[config.mk]
export PLATFORM = sky130hd
export DESIGN_NAME = cache_set_ctrl
export DESIGN_NICKNAME = d
export VERILOG_FILES = /design/src/rtl/cache_set_ctrl.sv
export SDC_FILE = /design/constraint.sdc
export NUM_CORES = 1
export LEC_CHECK = 0
export ABC_CLOCK_PERIOD_IN_PS = 1700
export BUFFER_PORTS_ARGS = -buffer_cell sky130_fd_sc_hd__buf_2
export CORE_MARGIN = 5
export CORE_UTILIZATION = 30
export DETAILED_ROUTE_END_ITERATION = 12
export PLACE_DENSITY = 0.73
export REMOVE_ABC_BUFFERS = 1
export SKIP_CTS_REPAIR_TIMING = 1
export SLEW_MARGIN = 20
export SYNTH_ARGS = -nofsm -noshare
export SYNTH_HDL_FRONTEND = slang
export SYNTH_SLANG_ARGS = --single-unit
[constraint.sdc]
create_clock -name clk -period 1.7 [get_ports clk]
set_input_delay 0.17 -clock clk [delete_from_list [all_inputs] [get_ports clk]]
set_output_delay 0.17 -clock clk [all_outputs]
set_load 0.01 [all_outputs]
[src/rtl/cache_set_ctrl.sv]
// cache_set_ctrl: sequences one CPU access at a time through a 4-way cache
// set. The flow is lookup, optional victim writeback, line fill, allocation,
// then response.
// Optional build macro CACHE_STATS_EN adds saturating hit/miss/writeback counters.
module cache_set_ctrl #(
   parameter int ADDR_W = 32,
   parameter int TAG_W  = 19,
   parameter int IDX_W  = 8,
   parameter int STAT_W = 16
) (
   input  logic              clk,
   input  logic              rst,
   input  logic              req_valid,
   output logic              req_ready,
   input  logic              req_we,
   input  logic [ADDR_W-1:0] req_addr,
   output logic              resp_valid,
   output logic              resp_hit,
   output logic [IDX_W-1:0]  set_idx,
   output logic [TAG_W-1:0]  set_tag,
   output logic              set_en,
   output logic              set_check,
   output logic              set_alloc,
   output logic              set_evict,
   output logic              set_change,
   input  logic              set_hit,
   input  logic              set_dirty,
   input  logic              set_valid,
   output logic              mem_req,
   output logic              mem_we,
   output logic [ADDR_W-1:0] mem_addr,
   input  logic              mem_ack
`ifdef CACHE_STATS_EN
   ,
   output logic [STAT_W-1:0] stat_hits,
   output logic [STAT_W-1:0] stat_misses,
   output logic [STAT_W-1:0] stat_wbacks
`endif
);

   localparam int OFF_W = ADDR_W - TAG_W - IDX_W;

   typedef enum logic [2:0] {
      IDLE,
      COMPARE,
      WRITEBACK,
      FILL,
      ALLOC,
      RESPOND
   } state_t;

   state_t             state, state_nx;
   logic [TAG_W-1:0]   tag_q;
   logic [IDX_W-1:0]   idx_q;
   logic               we_q;
   logic               hit_q;
   logic               wb_busy;   // high after the first WRITEBACK cycle

   // Byte-offset bits of the request address do not take part in the access.
   generate
      if (OFF_W > 0) begin : g_off
         logic unused_off;
         assign unused_off = ^req_addr[OFF_W-1:0];
      end
   endgenerate

   // State register plus the per-access latches (tag, index, write flag, hit).
   always_ff @(posedge clk) begin
      if (rst) begin
         state   <= IDLE;
         tag_q   <= '0;
         idx_q   <= '0;
         we_q    <= 1'b0;
         hit_q   <= 1'b0;
         wb_busy <= 1'b0;
      end else begin
         state   <= state_nx;
         wb_busy <= (state == WRITEBACK);
         if (state == IDLE && req_valid) begin
            tag_q <= req_addr[ADDR_W-1 -: TAG_W];
            idx_q <= req_addr[ADDR_W-TAG_W-1 -: IDX_W];
            we_q  <= req_we;
         end
         if (state == COMPARE) begin
            hit_q <= set_hit;
         end
      end
   end

   // Next-state decode and Moore-style strobes for the set and memory ports.
   always_comb begin
      state_nx   = state;
      req_ready  = 1'b0;
      resp_valid = 1'b0;
      resp_hit   = 1'b0;
      set_en     = 1'b1;
      set_check  = 1'b0;
      set_alloc  = 1'b0;
      set_evict  = 1'b0;
      set_change = 1'b0;
      mem_req    = 1'b0;
      mem_we     = 1'b0;
      case (state)
         IDLE: begin
            set_en    = 1'b0;
            req_ready = 1'b1;
            if (req_valid) state_nx = COMPARE;
         end
         COMPARE: begin
            set_check = 1'b1;
            if (set_hit) begin
               set_change = we_q;
               state_nx   = RESPOND;
            end else if (set_valid && set_dirty) begin
               state_nx = WRITEBACK;
            end else begin
               state_nx = FILL;
            end
         end
         WRITEBACK: begin
            mem_req   = 1'b1;
            mem_we    = 1'b1;
            set_evict = !wb_busy;
            if (mem_ack) state_nx = FILL;
         end
         FILL: begin
            mem_req = 1'b1;
            if (mem_ack) state_nx = ALLOC;
         end
         ALLOC: begin
            set_alloc  = 1'b1;
            set_change = we_q;
            state_nx   = RESPOND;
         end
         RESPOND: begin
            resp_valid = 1'b1;
            resp_hit   = hit_q;
            state_nx   = IDLE;
         end
         default: begin
            state_nx = IDLE;
         end
      endcase
   end

   assign set_idx = idx_q;
   assign set_tag = tag_q;
   // The victim tag is not visible here, so writeback reuses the request tag.
   generate
      if (OFF_W > 0) begin : g_maddr
         assign mem_addr = {tag_q, idx_q, {OFF_W{1'b0}}};
      end else begin : g_maddr_nooff
         assign mem_addr = {tag_q, idx_q};
      end
   endgenerate

`ifdef CACHE_STATS_EN
   // Saturating event counters: hit/miss on response, writeback on its ack.
   always_ff @(posedge clk) begin
      if (rst) begin
         stat_hits   <= '0;
         stat_misses <= '0;
         stat_wbacks <= '0;
      end else begin
         if (state == RESPOND && hit_q && stat_hits != '1)
            stat_hits <= stat_hits + STAT_W'(1);
         if (state == RESPOND && !hit_q && stat_misses != '1)
            stat_misses <= stat_misses + STAT_W'(1);
         if (state == WRITEBACK && mem_ack && stat_wbacks != '1)
            stat_wbacks <= stat_wbacks + STAT_W'(1);
      end
   end
`endif

endmodule

After elaboration in Yosys (flattened, before gate mapping)
Index checks and enable logic that the tools add are counted.
Cells by class
  mux-type cells: 17
  reductions and logical operators: 6
  equality and inequality tests: 8
Operators with widths (count)
  one-hot mux 3 bit (5 select lines): 1
  two-way mux 3 bit: 4
  two-way mux 1 bit: 11
  == test 3 x 2 -> 1 bit (second input constant): 2
  == test 3 bit (second input constant): 2
  inequality test 2 bit (second input constant): 3
  == test 3 x 1 -> 1 bit (second input constant): 1
  zero test 3 bit: 1
  AND reduction 3 bit: 1
  logical AND 1 bit: 2
  one-hot mux 1 bit (2 select lines): 1
  OR reduction 2 bit: 1
  zero test 1 bit: 1
Word-level totals
  register bits after elaboration: 33
  word-level logic and storage cells: 37
  input port bits: 40
  output and inout bits: 69

Depth between registers and ports, before layout
  depth in word-level cells: 4
  depth in mapped cells: 5
  depth with buffers taken out: 3

Least setup slack after synthesis
OpenSTA, ideal clock, no wires.
  path type: reg-to-reg
  start: reg state[1]
  end: reg hit_q
  data required time: 1.572 ns
  stages on the path, launching flop included: 5
  setup slack: 0.307 ns
  period minus slack after synthesis: 1.393 ns
  arrival time: 1.265 ns
  setup time: 0.128 ns
  cell sequence: dfxtp_1 > clkbuf_1 > nor3b_1 > mux2i_1 > nor2_1
On the way
  word-level cells in the longest chain between the ends: 1
Ends and longest elaborated chain
  from (decl): RTL line 52  | state_t state, state_nx;
  from (signal assigned): RTL line 77  | state <= state_nx;
  == test 3 x 1 -> 1 bit: RTL line 84  | if (state == COMPARE) begin
  to (signal assigned): RTL line 85  | hit_q <= set_hit;
  to (decl): RTL line 56  | logic hit_q;
Every way passes these cells.
A chain may end at the register's enable or synchronous reset.

Final worst setup path
  start: reg state[0]
  end: out set_change
On the way
  word-level cells in the longest chain between the ends: 2
  elaborated cells between the ends (all ways): 3
  classes of those cells: 2 x eq/ne; 1 x mux
Ends and longest elaborated chain
  == test 3 bit or == test 3 x 1 -> 1 bit (tied branches): RTL line 103  | case (state)
  one-hot mux 1 bit (2 select lines) (*): RTL line 103
  to (decl): RTL line 25  | output logic set_change,
Mark *: on every way between the ends. The rest lies on a longest branch, timed or not.

==> flow_metrics.py <==
metrics = {
    "logic_synthesis": {
        "ys_seq_area_share_pct": 42.89,
        "synth_top_flop_cell": "dfxtp_1",
        "ys_async_sr_fraction_pct": 0,
        "avgSynthCellArea_um2": 7.939,
        "synth-seq-cells": 33,
        "ys_warn_count": 0,
        "syn_inst": 194,
        "ys_types": 26,
        "synth_enable_flop_cells": 0,
        "netlist_area_um2": 1540,
    },
    "global_routing": {
        "grt_use_met2_pct": 18.08,
        "grt_pass1_vias": 1215,
        "grt_use_met1_pct": 11.13,
        "grt_use_met3_pct": 2.741,
        "grt_pass1_wl_mm": 5.250,
        "grt_antenna_before_repair": 0,
        "grt_use_total_pct": 10.55,
        "grt_overflow": 0,
        "grt_max_degree": 34,
        "busiest_layer": "met2",
    },
    "worst_setup_path": {
        "worst-path-max-fanout": 14,
        "reg2reg_from": "state[2]",
        "arrival_ns": 1.37,
        "required_ns": 1.53,
        "worstRegToRegCells": 4,
        "endpoint_kind": "primary output",
        "critPathKind": "flip-flop to primary output",
        "start_kind": "flip-flop",
        "r2r-end": "set_tag[0]",
        "r2r_slack_ns": 0.30,
    },
    "floorplanning": {
        "io_pins": 109,
        "dieArea_um2": 6667,
        "die_x_um": 81.65,
        "die_h_um": 81.65,
        "start_util_pct": 30.55,
        "core_area_um2": 5042,
        "fp-row-count": 26,
    },
    "clock_network": {
        "cts.reportedPaths.clkPinSlew_ns": 0.07,
        "clockBufferDepth": 2,
        "clock-root-buffer": "clkbuf_8",
        "cts_tree": "done",
        "clkSinkCount": 33,
        "numCtsBuffers": 5,
        "clock_latency_ns": 0.28,
        "cts-htree-levels": 2,
    },
    "place": {
        "portBuffers": 98,
        "hpwl_mm": 2.760,
        "routabilityCongestion": 0.7308,
        "dp_slack_ns": 0.3047,
        "place_inst": 329,
    },
    "outcome": {
        "status": "finished clean",
    },
    "power_and_ir_drop": {
        "pwr_density_cell_nw_per_um2": 1040,
        "ir_drop_uv": 353.0,
        "finalPower_mw": 2.038,
        "p_leak_nw": 1.027,
    },
    "finish": {
        "multiInputGateArea_um2": 574.3,
        "fill_cells": 522,
        "diodes": 0,
        "post_route_cells_drive_above_1_share_pct": 42.48,
        "mostFrequentLayoutCells": "buf_2, nand2_1, dfxtp_1",
        "layout.nets": 306,
        "area_growth_pct": 27.21,
        "seqCellArea_um2": 660.6,
        "layout.cells.most_common": "buf_2",
        "fin_cells": 336,
    },
    "sta": {
        "finalCriticalPeriod_ns": 1.543,
        "tns_ns": 0,
        "max_slew_margin_pct": 60.39,
        "setup_violations": 0,
        "period_share_pct": 90.74,
        "tightest_slew_ns": 0.5941,
        "skew_ns": 0.005222,
        "finalHoldViolCount": 0,
        "max_freq_mhz": 648.3,
        "rsz0062_at_grt": "false",
        "setup_slack_ns": 0.1575,
        "slew_viol_final": 0,
    },
    "worst_hold_path": {
        "min_path_type": "primary input to flip-flop",
        "hold_end": "set_tag[15]",
        "worstHoldStart": "req_addr[28]",
        "holdPathStages": 3,
    },
    "detailed_routing": {
        "drt_wl_total_mm": 3.702,
        "drcViolationCount": 0,
        "drtAntennaViolNets": 0,
        "wl_per_cell_um": 11.02,
        "vias": 1417,
        "drt-pass1-iter-count": 4,
        "routed_via_density": 4.217,
        "drtIter0Drc": 50,
    },
    "run": {
        "maxCapViolations": 0,
    },
}
## synth_stat cells, drive strengths merged, types with 2 or more instances
library cell,number,area (um^2)
nor3b,3,22.52
nor3,4,20.02
nor2,5,18.77
a21oi,31,155.2
dfxtp,33,660.6
buf,40,297.8
nand2,58,217.7
inv,2,7.510
clkbuf,4,15.01
## how the worst max path moves through the flow
stage	end	start	slack, ns
floorplan	set_idx[0]	state[1]	0.13
global placement	set_tag[16]	state[2]	0.31
detailed placement	set_idx[1]	state[2]	0.30
CTS	set_change	state[0]	0.14
global route	set_change	state[0]	0.07
finish	set_change	state[0]	0.16
## metrics by stage
| stage | util [%] | hold slack (ns) | instance area (um^2) |
|---|---|---|---|
| after floorplan | - | 0.2391 | 1242 |
| after global placement | 37.15 | 0.4109 | 1873 |
| after detailed placement | 37.15 | 0.4155 | 1873 |
| after CTS | 38.86 | 0.1099 | 1959 |
| after global routing | 38.86 | 0.1135 | 1959 |
| final | 38.86 | 0.1226 | 1959 |
## per-layer routing
| metal | part of all wire [%] | routed length (um) | up-vias |
|---|---|---|---|
| met4 | 2.4 | 89 | 0 |
| met3 | 7.9 | 291 | 8 |
| met5 | 0 | 0 | - |
| met1 | 39 | 1460 | 626 |
| li1 | - | - | 729 |
| met2 | 50 | 1861 | 54 |
## flip-flops by register name, summed over array words and instances (netlist names)
| signal | count |
|---|---|
| we_q | 1 |
| set_tag | 19 |
| state | 3 |
| hit_q | 1 |
| set_idx | 8 |
| wb_busy | 1 |
## where the power goes
part	internal, mW	switching (mW)	leakage, nW
sequential	0.849	0.0432	0.270
clock	0.321	0.263	0.0443
combinational	0.240	0.323	0.713
total	1.41	0.628	1.03
## cell type report
cell class,count,share of cell area [%]
tap,70,4.470
sequential,33,33.72
inverter,2,0.3831
multi-input combinational,119,29.31
timing repair buffer,105,27.71
clock buffer,7,4.406
## critical path, cell delays in order (launching register included)
cell	delay, ns
dfxtp_1	0.33
buf_4	0.20
and2b_1	0.16
a21oi_1	0.07
nor3b_1	0.17
buf_2	0.16
## kinds of logic after synthesis
group | share of synthesized area, %
buf+inv | 20.80
flops | 42.89
other cells | 0.2435
mux | 1.381
simple gates | 22.58
compound gates | 11.54
xor+xnor | 0.5687
(Power assumes the default switching activity.)
